File: src/rtl/meas_chal_loader_if.sv
// Host-side load stream and challenge-memory write port of meas_chal_loader.
// The loader takes the slave modport; the host or bench takes the master modport.
interface meas_chal_loader_if #(
    parameter int C_MEMADDRWIDTH = 24,
    parameter int C_MEMDATAWIDTH = 8
);
    logic                      I_load;
    logic                      I_sdi;
    logic                      I_sdi_vld;
    logic [C_MEMADDRWIDTH-1:0] O_mem_addr;
    logic [C_MEMDATAWIDTH-1:0] O_mem_data;
    logic                      O_mem_we;
    logic                      O_busy;
    logic                      O_done;
    logic                      O_err;
    logic [C_MEMADDRWIDTH-1:0] O_err_idx;

    modport master (
        output I_load, I_sdi, I_sdi_vld,
        input  O_mem_addr, O_mem_data, O_mem_we, O_busy, O_done, O_err, O_err_idx
    );

    modport slave (
        input  I_load, I_sdi, I_sdi_vld,
        output O_mem_addr, O_mem_data, O_mem_we, O_busy, O_done, O_err, O_err_idx
    );
endinterface

File: src/rtl/meas_chal_loader.sv
// Assembles serial selector bytes (MSB first) and range-checks them. It rejects
// pairs that use the same oscillator twice and writes the bytes to challenge memory.
module meas_chal_loader #(
    parameter int C_IOSCNUM      = 48,
    parameter int C_OIDWIDTH     = 24,
    parameter int C_MEMDATAWIDTH = 8,
    parameter int C_MEMADDRWIDTH = 24,
    parameter int C_BASEADDR     = 0
) (
    input  logic              I_sclk,
    input  logic              I_rst,
    meas_chal_loader_if.slave bus
);
    localparam int CW = $clog2(2 * C_OIDWIDTH) + 1;
    localparam int BW = $clog2(C_MEMDATAWIDTH);
    localparam int DW = C_MEMDATAWIDTH;
    localparam int AW = C_MEMADDRWIDTH;

    localparam logic [CW-1:0] LAST_IDX = CW'(2 * C_OIDWIDTH - 1);
    localparam logic [BW-1:0] LAST_BIT = BW'(DW - 1);
    localparam logic [DW:0]   OSC_LIM  = (DW + 1)'(C_IOSCNUM);
    localparam logic [AW-1:0] BASE     = AW'(C_BASEADDR);

    typedef enum logic [1:0] {S_IDLE, S_LOAD, S_DONE, S_ERR} state_t;

    state_t        state, state_nx;
    logic [DW-1:0] shreg;
    logic [BW-1:0] bit_cnt;
    logic [CW-1:0] byte_cnt;
    logic [DW-1:0] even_sel;
    logic          fin;
    logic [AW-1:0] mem_addr;
    logic [DW-1:0] mem_data;
    logic          mem_we;
    logic [AW-1:0] err_idx;

    logic          accept;
    logic          byte_end;
    logic [DW-1:0] byte_nx;
    logic          bad;

    // fin marks that the last byte's write is on the bus. DONE follows one cycle
    // after that write, and bits arriving in between are ignored.
    assign accept   = (state == S_LOAD) && !fin && bus.I_sdi_vld && !bus.I_load;
    assign byte_end = accept && (bit_cnt == LAST_BIT);
    assign byte_nx  = {shreg[DW-2:0], bus.I_sdi};
    assign bad      = ({1'b0, byte_nx} >= OSC_LIM) ||
                      (byte_cnt[0] && (byte_nx == even_sel));

    always_ff @(posedge I_sclk or negedge I_rst) begin
        if (!I_rst) state <= S_IDLE;
        else        state <= state_nx;
    end

    always_comb begin
        state_nx = state;
        if (bus.I_load) begin
            state_nx = S_LOAD;
        end else begin
            case (state)
                S_LOAD: begin
                    if (fin)                 state_nx = S_DONE;
                    else if (byte_end && bad) state_nx = S_ERR;
                end
                default: state_nx = state;
            endcase
        end
    end

    always_ff @(posedge I_sclk or negedge I_rst) begin
        if (!I_rst) begin
            shreg    <= '0;
            bit_cnt  <= '0;
            byte_cnt <= '0;
            even_sel <= '0;
            fin      <= 1'b0;
            mem_addr <= '0;
            mem_data <= '0;
            mem_we   <= 1'b0;
            err_idx  <= '0;
        end else begin
            mem_we <= 1'b0;
            if (bus.I_load) begin
                shreg    <= '0;
                bit_cnt  <= '0;
                byte_cnt <= '0;
                even_sel <= '0;
                fin      <= 1'b0;
                err_idx  <= '0;
            end else if (accept) begin
                shreg   <= byte_nx;
                bit_cnt <= bit_cnt + 1'b1;
                if (byte_end) begin
                    if (bad) begin
                        err_idx <= AW'(byte_cnt);
                    end else begin
                        mem_we   <= 1'b1;
                        mem_addr <= BASE + AW'(byte_cnt);
                        mem_data <= byte_nx;
                        byte_cnt <= byte_cnt + 1'b1;
                        if (!byte_cnt[0]) even_sel <= byte_nx;
                        if (byte_cnt == LAST_IDX) fin <= 1'b1;
                    end
                end
            end
        end
    end

    assign bus.O_mem_addr = mem_addr;
    assign bus.O_mem_data = mem_data;
    assign bus.O_mem_we   = mem_we;
    assign bus.O_busy     = (state == S_LOAD);
    assign bus.O_done     = (state == S_DONE);
    assign bus.O_err      = (state == S_ERR);
    assign bus.O_err_idx  = err_idx;
endmodule

File: src/flat_wrapper.sv
// flat-port wrapper written by rule: the top's interface ports become plain ports
module meas_chal_loader_flat 
#(
    parameter int C_IOSCNUM      = 48,
    parameter int C_OIDWIDTH     = 24,
    parameter int C_MEMDATAWIDTH = 8,
    parameter int C_MEMADDRWIDTH = 24,
    parameter int C_BASEADDR     = 0
)
  (I_sclk, I_rst, bus_I_load, bus_I_sdi, bus_I_sdi_vld, bus_O_mem_addr, bus_O_mem_data, bus_O_mem_we, bus_O_busy, bus_O_done, bus_O_err, bus_O_err_idx);
  meas_chal_loader_if #(.C_MEMADDRWIDTH(C_MEMADDRWIDTH), .C_MEMDATAWIDTH(C_MEMDATAWIDTH)) bus_i ();
  input  logic I_sclk;
  input  logic I_rst;
  input wire logic [$bits(bus_i.I_load)-1:0] bus_I_load;
  input wire logic [$bits(bus_i.I_sdi)-1:0] bus_I_sdi;
  input wire logic [$bits(bus_i.I_sdi_vld)-1:0] bus_I_sdi_vld;
  output wire logic [$bits(bus_i.O_mem_addr)-1:0] bus_O_mem_addr;
  output wire logic [$bits(bus_i.O_mem_data)-1:0] bus_O_mem_data;
  output wire logic [$bits(bus_i.O_mem_we)-1:0] bus_O_mem_we;
  output wire logic [$bits(bus_i.O_busy)-1:0] bus_O_busy;
  output wire logic [$bits(bus_i.O_done)-1:0] bus_O_done;
  output wire logic [$bits(bus_i.O_err)-1:0] bus_O_err;
  output wire logic [$bits(bus_i.O_err_idx)-1:0] bus_O_err_idx;
  assign bus_i.I_load = bus_I_load;
  assign bus_i.I_sdi = bus_I_sdi;
  assign bus_i.I_sdi_vld = bus_I_sdi_vld;
  assign bus_O_mem_addr = bus_i.O_mem_addr;
  assign bus_O_mem_data = bus_i.O_mem_data;
  assign bus_O_mem_we = bus_i.O_mem_we;
  assign bus_O_busy = bus_i.O_busy;
  assign bus_O_done = bus_i.O_done;
  assign bus_O_err = bus_i.O_err;
  assign bus_O_err_idx = bus_i.O_err_idx;
  meas_chal_loader #(.C_IOSCNUM(C_IOSCNUM), .C_OIDWIDTH(C_OIDWIDTH), .C_MEMDATAWIDTH(C_MEMDATAWIDTH), .C_MEMADDRWIDTH(C_MEMADDRWIDTH), .C_BASEADDR(C_BASEADDR)) u_core (.I_sclk(I_sclk), .I_rst(I_rst), .bus(bus_i));
endmodule
File: config.mk
export PLATFORM = sky130hd
export DESIGN_NAME = meas_chal_loader_flat
export DESIGN_NICKNAME = d
export VERILOG_FILES = /design/src/rtl/meas_chal_loader_if.sv /design/src/rtl/meas_chal_loader.sv /design/src/flat_wrapper.sv
export SDC_FILE = /design/constraint.sdc
export NUM_CORES = 1
export LEC_CHECK = 0
export ABC_AREA = 1
export BUFFER_PORTS_ARGS = -buffer_cell sky130_fd_sc_hd__buf_2
export CAP_MARGIN = 10
export CORE_MARGIN = 1.5
export CORE_UTILIZATION = 25
export DETAILED_ROUTE_END_ITERATION = 10
export GPL_TIMING_DRIVEN = 0
export PLACE_DENSITY = 0.4
export SETUP_SLACK_MARGIN = 0.1
export SLEW_MARGIN = 40
export SYNTH_ARGS = -nofsm -noshare
export SYNTH_HDL_FRONTEND = slang
export SYNTH_SLANG_ARGS = --single-unit
File: constraint.sdc
create_clock -name I_sclk -period 2.3 [get_ports I_sclk]
set_input_delay 0.23 -clock I_sclk [delete_from_list [all_inputs] [get_ports I_sclk]]
set_output_delay 0.23 -clock I_sclk [all_outputs]
set_load 0.01 [all_outputs]
==> After elaboration in Yosys (flattened, before gate mapping) <==
Cells that the tools add are included.
{ "word_totals": {"ff_bits": 68, "inputBits": 5, "output_inout_bits": 60} }
{ "op_classes": {"n_addsub": 2, "magnitude_cmp": 1, "eq_ne": 8, "mux": 30, "bitwise_logic": 2, "n_reduce_logical": 21} }
{ "ops": {"columns": ["cell", "count"], "rows": [
  ["$mux W24", 4],
  ["$mux W7", 6],
  ["$mux W8", 5],
  ["$reduce_and A4 Y1", 3],
  ["$reduce_bool A2 Y1", 5],
  ["$mux W1", 9],
  ["$eq A8 B8 Y1", 1],
  ["$ge A8 B6 Y1 const B", 1],
  ["$mux W2", 4],
  ["$add A7 B1 Y7 const B", 1],
  ["$eq A7 B6 Y1 const B", 1],
  ["$logic_and A1 B1 Y1", 6],
  ["$mux W3", 2],
  ["$reduce_and A3 Y1", 2],
  ["$eq A2 B2 Y1 const B", 2],
  ["$ne A2 B2 Y1 const B", 2],
  ["$add A3 B1 Y3 const B", 1],
  ["$eq A3 B3 Y1 const B", 1],
  ["$reduce_bool A3 Y1", 1],
  ["$eq A2 B1 Y1 const B", 1],
  ["$logic_not A1 Y1", 2],
  ["$not A1 Y1", 2],
  ["$reduce_and A2 Y1", 1],
  ["$logic_or A1 B1 Y1", 1]
]} }

==> Longest topological paths before layout <==
Gate-level depths: netlist (run 1).
{ "depth": {"depth_word": 10, "mapped_depth": 12, "mapped_depth_nobuf": 11} }

==> Least setup slack after synthesis (run 1) <==
OpenSTA, ideal clock, no wires.
{ "synth_timing": {"path_type": "reg2reg", "start": "reg u_core.bit_cnt[0]", "end": "reg u_core.even_sel[2]", "setup_ns": 0.138, "t_arrival_ns": 1.388, "required_ns": 2.162, "path_slack_ns": 0.774, "path_stages_with_launch": 8, "path_buffers": 1, "path_cell_list": "dfrtp_1 ha_1 ha_1 inv_1 o21ai_2 nand2_1 buf_2 o31ai_1"} }
{ "synth_via": {"elab_chain_cells": 4} }
{ "synth_lines": {"columns": ["element", "line", "source"], "rows": [
  ["from (decl)", "meas_chal_loader.sv:28", "logic [BW-1:0] bit_cnt;"],
  ["from (signal assigned)", "meas_chal_loader.sv:92", "bit_cnt <= bit_cnt + 1'b1;"],
  ["$eq A3 B3 Y1", "meas_chal_loader.sv:45", "assign byte_end = accept && (bit_cnt == LAST_BIT);"],
  ["$logic_and A1 B1 Y1", "meas_chal_loader.sv:45", null],
  ["$reduce_bool A2 Y1 (no source line)", null, null],
  ["$reduce_and A4 Y1 (no source line)", null, null],
  ["to (signal assigned)", "meas_chal_loader.sv:101", "if (!byte_cnt[0]) even_sel <= byte_nx;"],
  ["to (decl)", "meas_chal_loader.sv:30", "logic [DW-1:0] even_sel;"]
]} }
No other way between the ends.
A chain may end at the register's enable or synchronous reset.

==> Worst setup path in the final report (run 1) <==
{ "layout_timing": {"start": "reg u_core.bit_cnt[0]", "end": "reg u_core.even_sel[3]"} }
The elaborated chain is that of the path after synthesis.

==> results.yml, run 1 <==
placement:
  dpl.hpwl_um: 4233
  postPlaceCellArea_um2: 3188
  dp_slack_ns: 0.5618
  place_congestion: 0.7669
  io_buffers: 30
  post-place-cells: 531
die:
  start_util_pct: 25.47
  row_count: 38
  io_pins: 65
  die-area_um2: 11580
  core_area_um2: 10750
  die_y_um: 107.6
  die_w_um: 107.6
cts:
  cts-buffers-inserted: 5
  htreeDepth: 2
  clock-sinks: 51
  insertion_delay_ns: 0.31
  cts_resized: 0
  cts.path.max_buffers: 2
  cts.clk_slew.worst_paths_ns: 0.10
  root_buffer: "clkbuf_8"
  cts_tree: "done"
detailed_routing:
  drt_wl_total_um: 5905
  via_count: 2091
  drt-vias-per-instance: 3.872
  final_antenna_net_count: 0
  avgRoutedWirePerCell_um: 10.94
  drc: 0
  drt_iter0_markers: 85
  dr.pass1.iters: 4
sta:
  worst_pin_slew_ns: 0.7172
  whs_ns: 0.1767
  max_freq_ghz: 0.5817
  drv_slew: 0
  max_slew_margin_pct: 52.19
  fin_skew_ns: 0.008207
  fin_ws_ns: 0.5809
  fin_crit_ns: 1.719
  rsz0062_at_grt: "no"
  final_hold_viol_count: 0
  post-route-period-util_pct: 74.74
  finalSetupViolCount: 0
  finalSetupTns_ns: 0
pwr:
  peakVddDrop_mv: 0.2150
  power_density_nw_per_um2: 547.8
  p_leak_nw: 1.810
  p_total_mw: 1.827
logic_synthesis:
  synth_area_leader_cell: "dfrtp_1"
  avgSynthCellArea_um2: 8.343
  syn_inst: 328
  netlist_top_cells_area: "dfrtp_1 47%, nand2_1 10%, buf_4 9.3%"
  synth_seq_cells: 51
  synth_cell_types: 34
  ys_seq_area_share_pct: 46.64
  ys_warn_count: 0
  synth_top_area_share_pct: 46.64
  syn-cell-area_um2: 2736
layout:
  layout-drive-gt1-share_pct: 22.25
  finalInstanceArea_um2: 3334
  diodes: 0
  final_core_util_pct: 31.03
  syn_to_final_growth_pct: 21.86
  fill_cells: 1170
  final_cells: 540
  finalNetCount: 407
setup_path:
  cp-start-kind: "flop"
  crit_type: "flop to flop"
  end_kind: "flop"
  worstPathArrival_ns: 1.94
  cp.required_ns: 2.52
  path_max_fanout: 10
job:
  cap_violations: 0
global_route:
  grt_util_met3_pct: 2.119
  grt_pass1_vias: 1949
  antenna_found_initial: 0
  groute.usage.overall_pct: 11.06
  grt_use_met1_pct: 14.80
  grt_overflow: 0
  grt.busiest_layer: "met2"
  use_met2_pct: 17.65
  grt_pass1_wl_um: 9832
  grt_max_degree: 52
min_path:
  hold_class: "input port to flop"
outcome:
  run_status: "complete, no violations"
## worst paths after layout
path	start	slack, ns	to	cells past startpoint
max	u_core.bit_cnt[0]$_DFFE_PN0P_	0.58	u_core.even_sel[3]$_DFFE_PN0P_	8
min	bus_I_sdi	0.18	u_core.bus.O_mem_data[0]$_DFFE_PN0P_	3
max reg2reg	u_core.bit_cnt[0]$_DFFE_PN0P_	0.58	u_core.even_sel[3]$_DFFE_PN0P_	8
min reg2reg	u_core.bus.O_mem_data[7]$_DFFE_PN0P_	0.48	u_core.bus.O_mem_data[7]$_DFFE_PN0P_	2
max in group asynchronous	I_rst	1.38	u_core.bus.O_err_idx[3]$_DFFE_PN0P_	2
min in group asynchronous	I_rst	0.49	u_core.even_sel[3]$_DFFE_PN0P_	2
## worst max-delay path, stage by stage (launching register included)
cell and delay, ns:
dfrtp_1 0.40, ha_1 0.20, ha_1 0.17, inv_1 0.22, o21ai_2 0.12, nand2_1 0.13, buf_2 0.25, nand2_1 0.07
o31ai_1 0.07
## cell usage after synthesis, drive strengths merged
cell type  number
a21boi          1
a21oi           2
and2            2
buf            39
clkbuf          3
conb            1
dfrtp          51
ha              3
inv            56
nand2          80
nand3          27
nand4           7
nor2           15
nor3b           1
nor4b           1
o21ai          19
o21bai          1
o22ai           7
o31ai           6
xnor2           1
xor2            5
## area by class of cell
class	instances	area (um^2)	area share, %
plain buffers	42	305.3	9.156
well taps	140	175.2	5.253
clock buffers	5	68.82	2.064
clock inverters	3	67.56	2.026
repair buffers	31	162.7	4.878
flip-flops and latches	51	1276	38.27
inverters	56	210.2	6.304
multi-input cells	212	1069	32.04
## metal layers
layer | wire length [um] | up-vias
met2 | 2638 | 58
met3 | 283 | 7
met1 | 2880 | 930
met4 | 102 | 0
met5 | 0 | -
li1 | - | 1096
## state kept, by name, summed over array words and instances, names as in the netlist
signal / cells
u_core.shreg: 7
u_core.bus.O_err_idx: 7
u_core.bus.O_mem_data: 8
u_core.fin: 1
u_core.state: 2
u_core.bus.O_mem_we: 1
u_core.bus.O_mem_addr: 7
u_core.even_sel: 8
u_core.byte_cnt: 7
u_core.bit_cnt: 3
## cell families (layout without fill, tap and decap cells)
group,after synthesis,in the layout,synth area share [%]
DFF,51,51,46.64
buffers and inverters,98,137,18.84
AOI/OAI and AO/OA,36,36,7.910
other,1,34,0.1370
adders and majority gates,3,3,1.372
xor gates and xnor gates,6,6,1.920
and+or+nand+nor,133,133,23.18
## where the power goes
| part | switching, mW | internal, mW |
|---|---|---|
| Combinational | 0.0976 | 0.0604 |
| Sequential | 0.00681 | 0.906 |
| Clock | 0.322 | 0.434 |
| Total | 0.427 | 1.40 |
## cells in the final DEF (no fill, tap or decap), types with 6 or more instances in the layout
cell type   n
buf_4      35
nor2_1     11
conb_1     34
buf_2      30
o21ai_1    11
o21ai_0     7
dfrtp_1    51
nand3_1    26
inv_1      54
o31ai_1     6
nand4_1     7
o22ai_1     7
nand2_1    75
## timing repair
action,4_1_cts,5_1_grt
hold buffers,1,0
setup buffers,0,0
endpoints found under the hold margin,51,0
Note: power is estimated with default switching activity, not from simulation.
==> inputs of run 2 (changes only) <==
==> constraint.sdc (replaced) <==
create_clock -name I_sclk -period 1.7 [get_ports I_sclk]
set_input_delay 0.17 -clock I_sclk [delete_from_list [all_inputs] [get_ports I_sclk]]
set_output_delay 0.17 -clock I_sclk [all_outputs]
set_load 0.01 [all_outputs]
==> run 2 against run 1 <==
  * Clock-buffer cell count unchanged
  * Clock skew up 0.0036 ns
  * Worst setup slack worse by 0.49 ns
  * Total power up 37%
  * Core utilization up 3.6 points
  * Die area unchanged
  * Critical path depth up 3
  * Sequential share of layout area down 3.9 points
  * Largest power group unchanged
  * Highest routed layer unchanged
==> results.yml, run 2 (same netlist as run 1, synthesis figures left out) <==
cts:
  htreeDepth: 2
  insertion_delay_ns: 0.31
  cts_tree: "done"
  cts-buffers-inserted: 5
  cts.path.max_buffers: 2
  root_buffer: "clkbuf_8"
  clock-sinks: 51
  cts.clk_slew.worst_paths_ns: 0.11
placement:
  io_buffers: 30
  dpl.hpwl_um: 4233
  dp_slack_ns: -0.03815
  post-place-cells: 531
  place_congestion: 0.7669
global_route:
  grt_pass1_wl_um: 10250
  groute.usage.overall_pct: 11.50
  antenna_found_initial: 0
  grt_overflow: 0
  grt_pass1_vias: 2064
  grt_max_degree: 52
sta:
  post-route-period-util_pct: 94.70
  finalSetupViolCount: 0
  fin_ws_ns: 0.09007
  worst_pin_slew_ns: 0.8098
  whs_ns: 0.1129
  max_freq_ghz: 0.6211
  fin_crit_ns: 1.610
  drv_slew: 0
  rsz0062_at_grt: "yes"
  fin_skew_ns: 0.01183
  final_hold_viol_count: 0
  max_slew_margin_pct: 46.01
min_path:
  hold_depth: 3
  worst_hold_startpoint: "bus_I_sdi"
  hold_class: "input port to flop"
  whs_endpoint: "u_core.bus.O_mem_data[0]$_DFFE_PN0P_"
detailed_routing:
  via_count: 2236
  final_antenna_net_count: 0
  drt_wl_total_um: 6181
  drt-vias-per-instance: 3.951
  drc: 0
  dr.pass1.iters: 4
  drt_iter0_markers: 84
  avgRoutedWirePerCell_um: 10.92
die:
  start_util_pct: 25.47
  row_count: 38
  core_area_um2: 10750
  die-area_um2: 11580
  die_w_um: 107.6
  die_y_um: 107.6
  io_pins: 65
layout:
  finalNetCount: 433
  fill_cells: 1145
  layout_common_cells: "58 x buf_4, 56 x nand2_1, 49 x dfrtp_1, 45 x inv_1, 34 x conb_1"
  final_cells: 566
  layout-drive-gt1-share_pct: 36.62
  layout_commonest_cell: "buf_4"
  final_core_util_pct: 34.66
  syn_to_final_growth_pct: 36.12
  diodes: 0
setup_path:
  rr_worst_depth: 11
  cpPeakStageDelay_ns: 0.44
  end_kind: "flop"
  path_cells: "inv_2 -> nand2_2 -> nand2_1 -> nor2_1 -> nand3_1 -> o21bai_4 -> buf_6 -> nand2_8 -> buf_4 -> nand3_1 -> nand2_2"
  cp_top_family: "simple AND/OR/NAND/NOR gates"
  rr_startpoint: "u_core.shreg[3]$_DFFE_PN0P_"
  r2r_end: "u_core.bus.O_err_idx[3]$_DFFE_PN0P_"
  critPathBufInv: 3
  path_max_fanout: 6
  cp_slowest_cell: "dfrtp_1"
  cp_num_cells: 11
  cp.required_ns: 1.90
  crit_type: "flop to flop"
  cp-start-kind: "flop"
  rrSetupSlack_ns: 0.09
  worstPathArrival_ns: 1.81
outcome:
  run_status: "complete, no violations"
pwr:
  p_leak_nw: 1.972
  peakVddDrop_mv: 0.3050
  power_density_nw_per_um2: 670.0
  pwr-share-seq_pct: 49.5
  swShare_pct: 23.63
  p_comb_share_pct: 9.5
  p_int_mw: 1.906
  switchingPower_mw: 0.5897
  clockPowerShare_pct: 41.0
job:
  cap_violations: 0
run 2: cell types whose count changed in the layout (fill, tap and decap cells not counted), sizes merged:
cell,previous run,this run
buf,69,95
run 2: how the worst max path moves through the flow:
stage                                               from                                   end  slack (ns)
after floorplan            u_core.bit_cnt[0]$_DFFE_PN0P_        u_core.even_sel[2]$_DFFE_PN0P_        0.17
after global placement    u_core.byte_cnt[0]$_DFFE_PN0P_  u_core.bus.O_mem_data[2]$_DFFE_PN0P_       -0.03
after detailed placement  u_core.byte_cnt[0]$_DFFE_PN0P_  u_core.bus.O_mem_data[2]$_DFFE_PN0P_       -0.04
after CTS                    u_core.shreg[3]$_DFFE_PN0P_   u_core.bus.O_err_idx[3]$_DFFE_PN0P_        0.03
after global routing         u_core.shreg[1]$_DFFE_PN0P_   u_core.bus.O_err_idx[4]$_DFFE_PN0P_       -0.02
final                        u_core.shreg[3]$_DFFE_PN0P_   u_core.bus.O_err_idx[3]$_DFFE_PN0P_        0.09
run 2: area by class of cell:
| class | instances | area (um^2) | share of cell area (%) |
|---|---|---|---|
| inverter | 56 | 215.2 | 5.778 |
| buffer | 42 | 307.8 | 8.263 |
| clock inverter | 3 | 67.56 | 1.814 |
| tap | 140 | 175.2 | 4.703 |
| clock buffer | 5 | 68.82 | 1.847 |
| timing repair buffer | 57 | 389.1 | 10.45 |
| sequential | 51 | 1279 | 34.33 |
| multi-input combinational | 212 | 1222 | 32.82 |
run 2: per-stage QoR:
| stage | power (mW) | instance area (um^2) | TNS [ns] |
|---|---|---|---|
| after floorplan | 1.415 | 2860 | 0 |
| after global placement | 1.472 | 3186 | -0.2014 |
| after detailed placement | 1.474 | 3188 | -0.3161 |
| after CTS | 2.517 | 3596 | 0 |
| after global routing | 2.610 | 3725 | -0.07870 |
| final | 2.496 | 3725 | 0 |
run 2: tightest hold or removal path, stage by stage:
cell	delay [ns]
buf_2	0.12
o21ai_2	0.06
inv_1	0.04
run 2: power by group through the flow:
stage          Sequential, mW  Combinational (mW)  Clock, mW
2_1_floorplan            1.26               0.157          0
3_3_place_gp             1.26               0.214          0
3_5_place_dp             1.26               0.215          0
4_1_cts                  1.24               0.227       1.05
5_1_grt                  1.24               0.268       1.10
6_report                 1.24               0.236       1.02
run 2: timing repair:
item,in CTS,in global routing
pin swaps,12,11
endpoints found under the setup margin,30,37
setup buffers,19,6
endpoints found under the hold margin,51,0
gates resized for setup,29,33
hold buffers,1,0
gates cloned,1,0
run 2: layer usage:
layer  share of wire, %  global-route usage (%)
met1                 47                   15.21
met2                 46                   18.70
met3                4.6                   2.119
met4                1.7                   4.229
met5                  0                       0
==> inputs of run 3 (changes only) <==
--- a/config.mk
+++ b/config.mk
@@ -6,15 +6,17 @@
 export NUM_CORES = 1
 export LEC_CHECK = 0
 export ABC_AREA = 1
-export BUFFER_PORTS_ARGS = -buffer_cell sky130_fd_sc_hd__buf_2
 export CAP_MARGIN = 10
 export CORE_MARGIN = 1.5
 export CORE_UTILIZATION = 25
 export DETAILED_ROUTE_END_ITERATION = 10
+export DONT_BUFFER_PORTS = 1
 export GPL_TIMING_DRIVEN = 0
-export PLACE_DENSITY = 0.4
+export PLACE_DENSITY = 0.35
+export RECOVER_POWER = 50
 export SETUP_SLACK_MARGIN = 0.1
 export SLEW_MARGIN = 40
 export SYNTH_ARGS = -nofsm -noshare
 export SYNTH_HDL_FRONTEND = slang
 export SYNTH_SLANG_ARGS = --single-unit
+export TNS_END_PERCENT = 5
==> run 3 against run 2 <==
  * Worst hold slack worse by 0.075 ns
  * Global-route usage about the same
  * First-iteration DRC count fell by 39%
  * Wire length is 1.6% higher
  * Core utilization fell by 3.1 points
==> results.yml, run 3 (same netlist as run 1, synthesis figures left out) <==
setup_path:
  cp-start-kind: "flop"
  cp.required_ns: 1.92
  worstPathArrival_ns: 1.84
  path_max_fanout: 5
  end_kind: "flop"
  crit_type: "flop to flop"
die:
  start_util_pct: 25.47
  core_area_um2: 10750
  die_y_um: 107.6
  io_pins: 65
  die-area_um2: 11580
  row_count: 38
  die_w_um: 107.6
global_route:
  grt_pass1_vias: 1978
  groute.usage.overall_pct: 11.47
  grt_max_degree: 52
  antenna_found_initial: 0
  grt_overflow: 0
  grt_pass1_wl_um: 10230
layout:
  multi_input_area_um2: 1142
  fill_cells: 1160
  layout-drive-gt1-share_pct: 23.12
  layout_common_cells: "71 x nand2_1, 49 x inv_1, 49 x dfrtp_1, 46 x buf_4, 34 x conb_1"
  syn_to_final_growth_pct: 23.87
  regArea_um2: 1279
  finalInstanceArea_um2: 3390
  layout_commonest_cell: "nand2_1"
  finalNetCount: 392
  diodes: 0
cts:
  cts.path.max_buffers: 2
  cts-buffers-inserted: 5
  insertion_delay_ns: 0.32
  cts.clk_slew.worst_paths_ns: 0.10
  cts_tree: "done"
  root_buffer: "clkbuf_8"
  clock-sinks: 51
  htreeDepth: 2
sta:
  finalSetupViolCount: 0
  post-route-period-util_pct: 95.34
  finalSetupTns_ns: 0
  max_freq_ghz: 0.6170
  fin_skew_ns: 0.009754
  fin_crit_ns: 1.621
  max_slew_margin_pct: 48.90
  final_hold_viol_count: 0
  rsz0062_at_grt: "yes"
  drv_slew: 0
  worst_pin_slew_ns: 0.7664
detailed_routing:
  drt-vias-per-instance: 3.983
  via_count: 2091
  dr.pass1.iters: 4
  drt_wl_total_um: 6282
  drt_iter0_markers: 51
  final_antenna_net_count: 0
  drc: 0
  avgRoutedWirePerCell_um: 11.97
pwr:
  peakVddDrop_mv: 0.3006
  p_leak_nw: 1.806
  power_density_nw_per_um2: 700.7
placement:
  dpl.hpwl_um: 4344
  postPlaceCellArea_um2: 3035
  place_congestion: 0.7528
  io_buffers: 0
job:
  cap_violations: 0
min_path:
  hold_class: "input port to flop"
outcome:
  run_status: "complete, no violations"
-- run 3: changes by cell type in the layout (fill, tap and decap cells not counted), moves of 4 or more --
| cell | delta |
|---|---|
| o21ai_2 | -6 |
| o21ai_1 | +5 |
| nand2_2 | -12 |
| buf_2 | -29 |
| nand2_1 | +15 |
| inv_1 | +4 |
| buf_4 | -12 |
-- run 3: routing by layer --
layer / vias to the layer above / global-route usage (%) / routed length, um
li1: 1076 / - / -
met1: 956 / 15.50 / 2894
met2: 55 / 18.06 / 2992
met3: 4 / 2.421 / 324
met4: 0 / 4.135 / 70
met5: - / 0 / 0
-- run 3: repair_timing --
item / in CTS / in global routing
endpoints found under the setup margin: 31 / 37
gates resized for setup: 7 / 20
cloned: 0 / 2
hold buffers: 3 / 0
pin swaps: 1 / 5
hold endpoints to repair: 52 / 0
buffers inserted: 4 / 7
-- run 3: final cells by class --
cell class | instances | share of cell area (%)
timing repair buffer | 15 | 4.577
inverter | 56 | 6.275
clock buffer | 6 | 2.436
clock inverter | 2 | 1.034
buffer | 42 | 9.081
tap | 140 | 5.168
sequential | 51 | 37.73
multi-input combinational | 213 | 33.70
-- run 3: final timing paths --
kind | start | slack [ns] | depth (start not counted) | to
max | u_core.shreg[2]$_DFFE_PN0P_ | 0.08 | 12 | u_core.bus.O_mem_data[1]$_DFFE_PN0P_
min | bus_I_sdi | 0.04 | 2 | u_core.even_sel[0]$_DFFE_PN0P_
max reg2reg | u_core.shreg[2]$_DFFE_PN0P_ | 0.08 | 12 | u_core.bus.O_mem_data[1]$_DFFE_PN0P_
min reg2reg | u_core.even_sel[5]$_DFFE_PN0P_ | 0.49 | 2 | u_core.even_sel[5]$_DFFE_PN0P_
max in group asynchronous | I_rst | 1.08 | 2 | u_core.shreg[4]$_DFFE_PN0P_
min in group asynchronous | I_rst | 0.37 | 2 | u_core.bus.O_mem_addr[0]$_DFFE_PN0P_
-- run 3: per-stage QoR --
step / setup WS (ns) / utilization, % / power, mW / hold slack [ns] / std cells
2_1_floorplan: 0.1740 / - / 1.415 / -0.1256 / 361
3_3_place_gp: -0.04177 / 28.25 / 1.441 / -0.1245 / 501
3_5_place_dp: -0.03590 / 28.25 / 1.440 / -0.1241 / 501
4_1_cts: 0.02630 / 30.29 / 2.411 / 0.02361 / 516
5_1_grt: -0.04476 / 31.54 / 2.488 / 0.03805 / 525
6_report: 0.07927 / 31.54 / 2.375 / 0.03756 / 525
-- run 3: worst max-delay path, stage by stage (launching register included) --
cell and delay, ns:
dfrtp_1 0.39, inv_1 0.09, nand2_1 0.10, nand2_1 0.07
nor2_2 0.09, nand3_2 0.09, o21bai_4 0.21, inv_4 0.09
nand2_8 0.10, clkbuf_16 0.14, nand2_1 0.04, o21ai_1 0.06
inv_1 0.04
-- run 3: report_power, final --
group	switching [mW]	internal, mW	total [mW]
sequential	0.0116	1.23	1.24
combinational	0.137	0.0910	0.228
clock	0.433	0.477	0.910
total	0.582	1.79	2.38
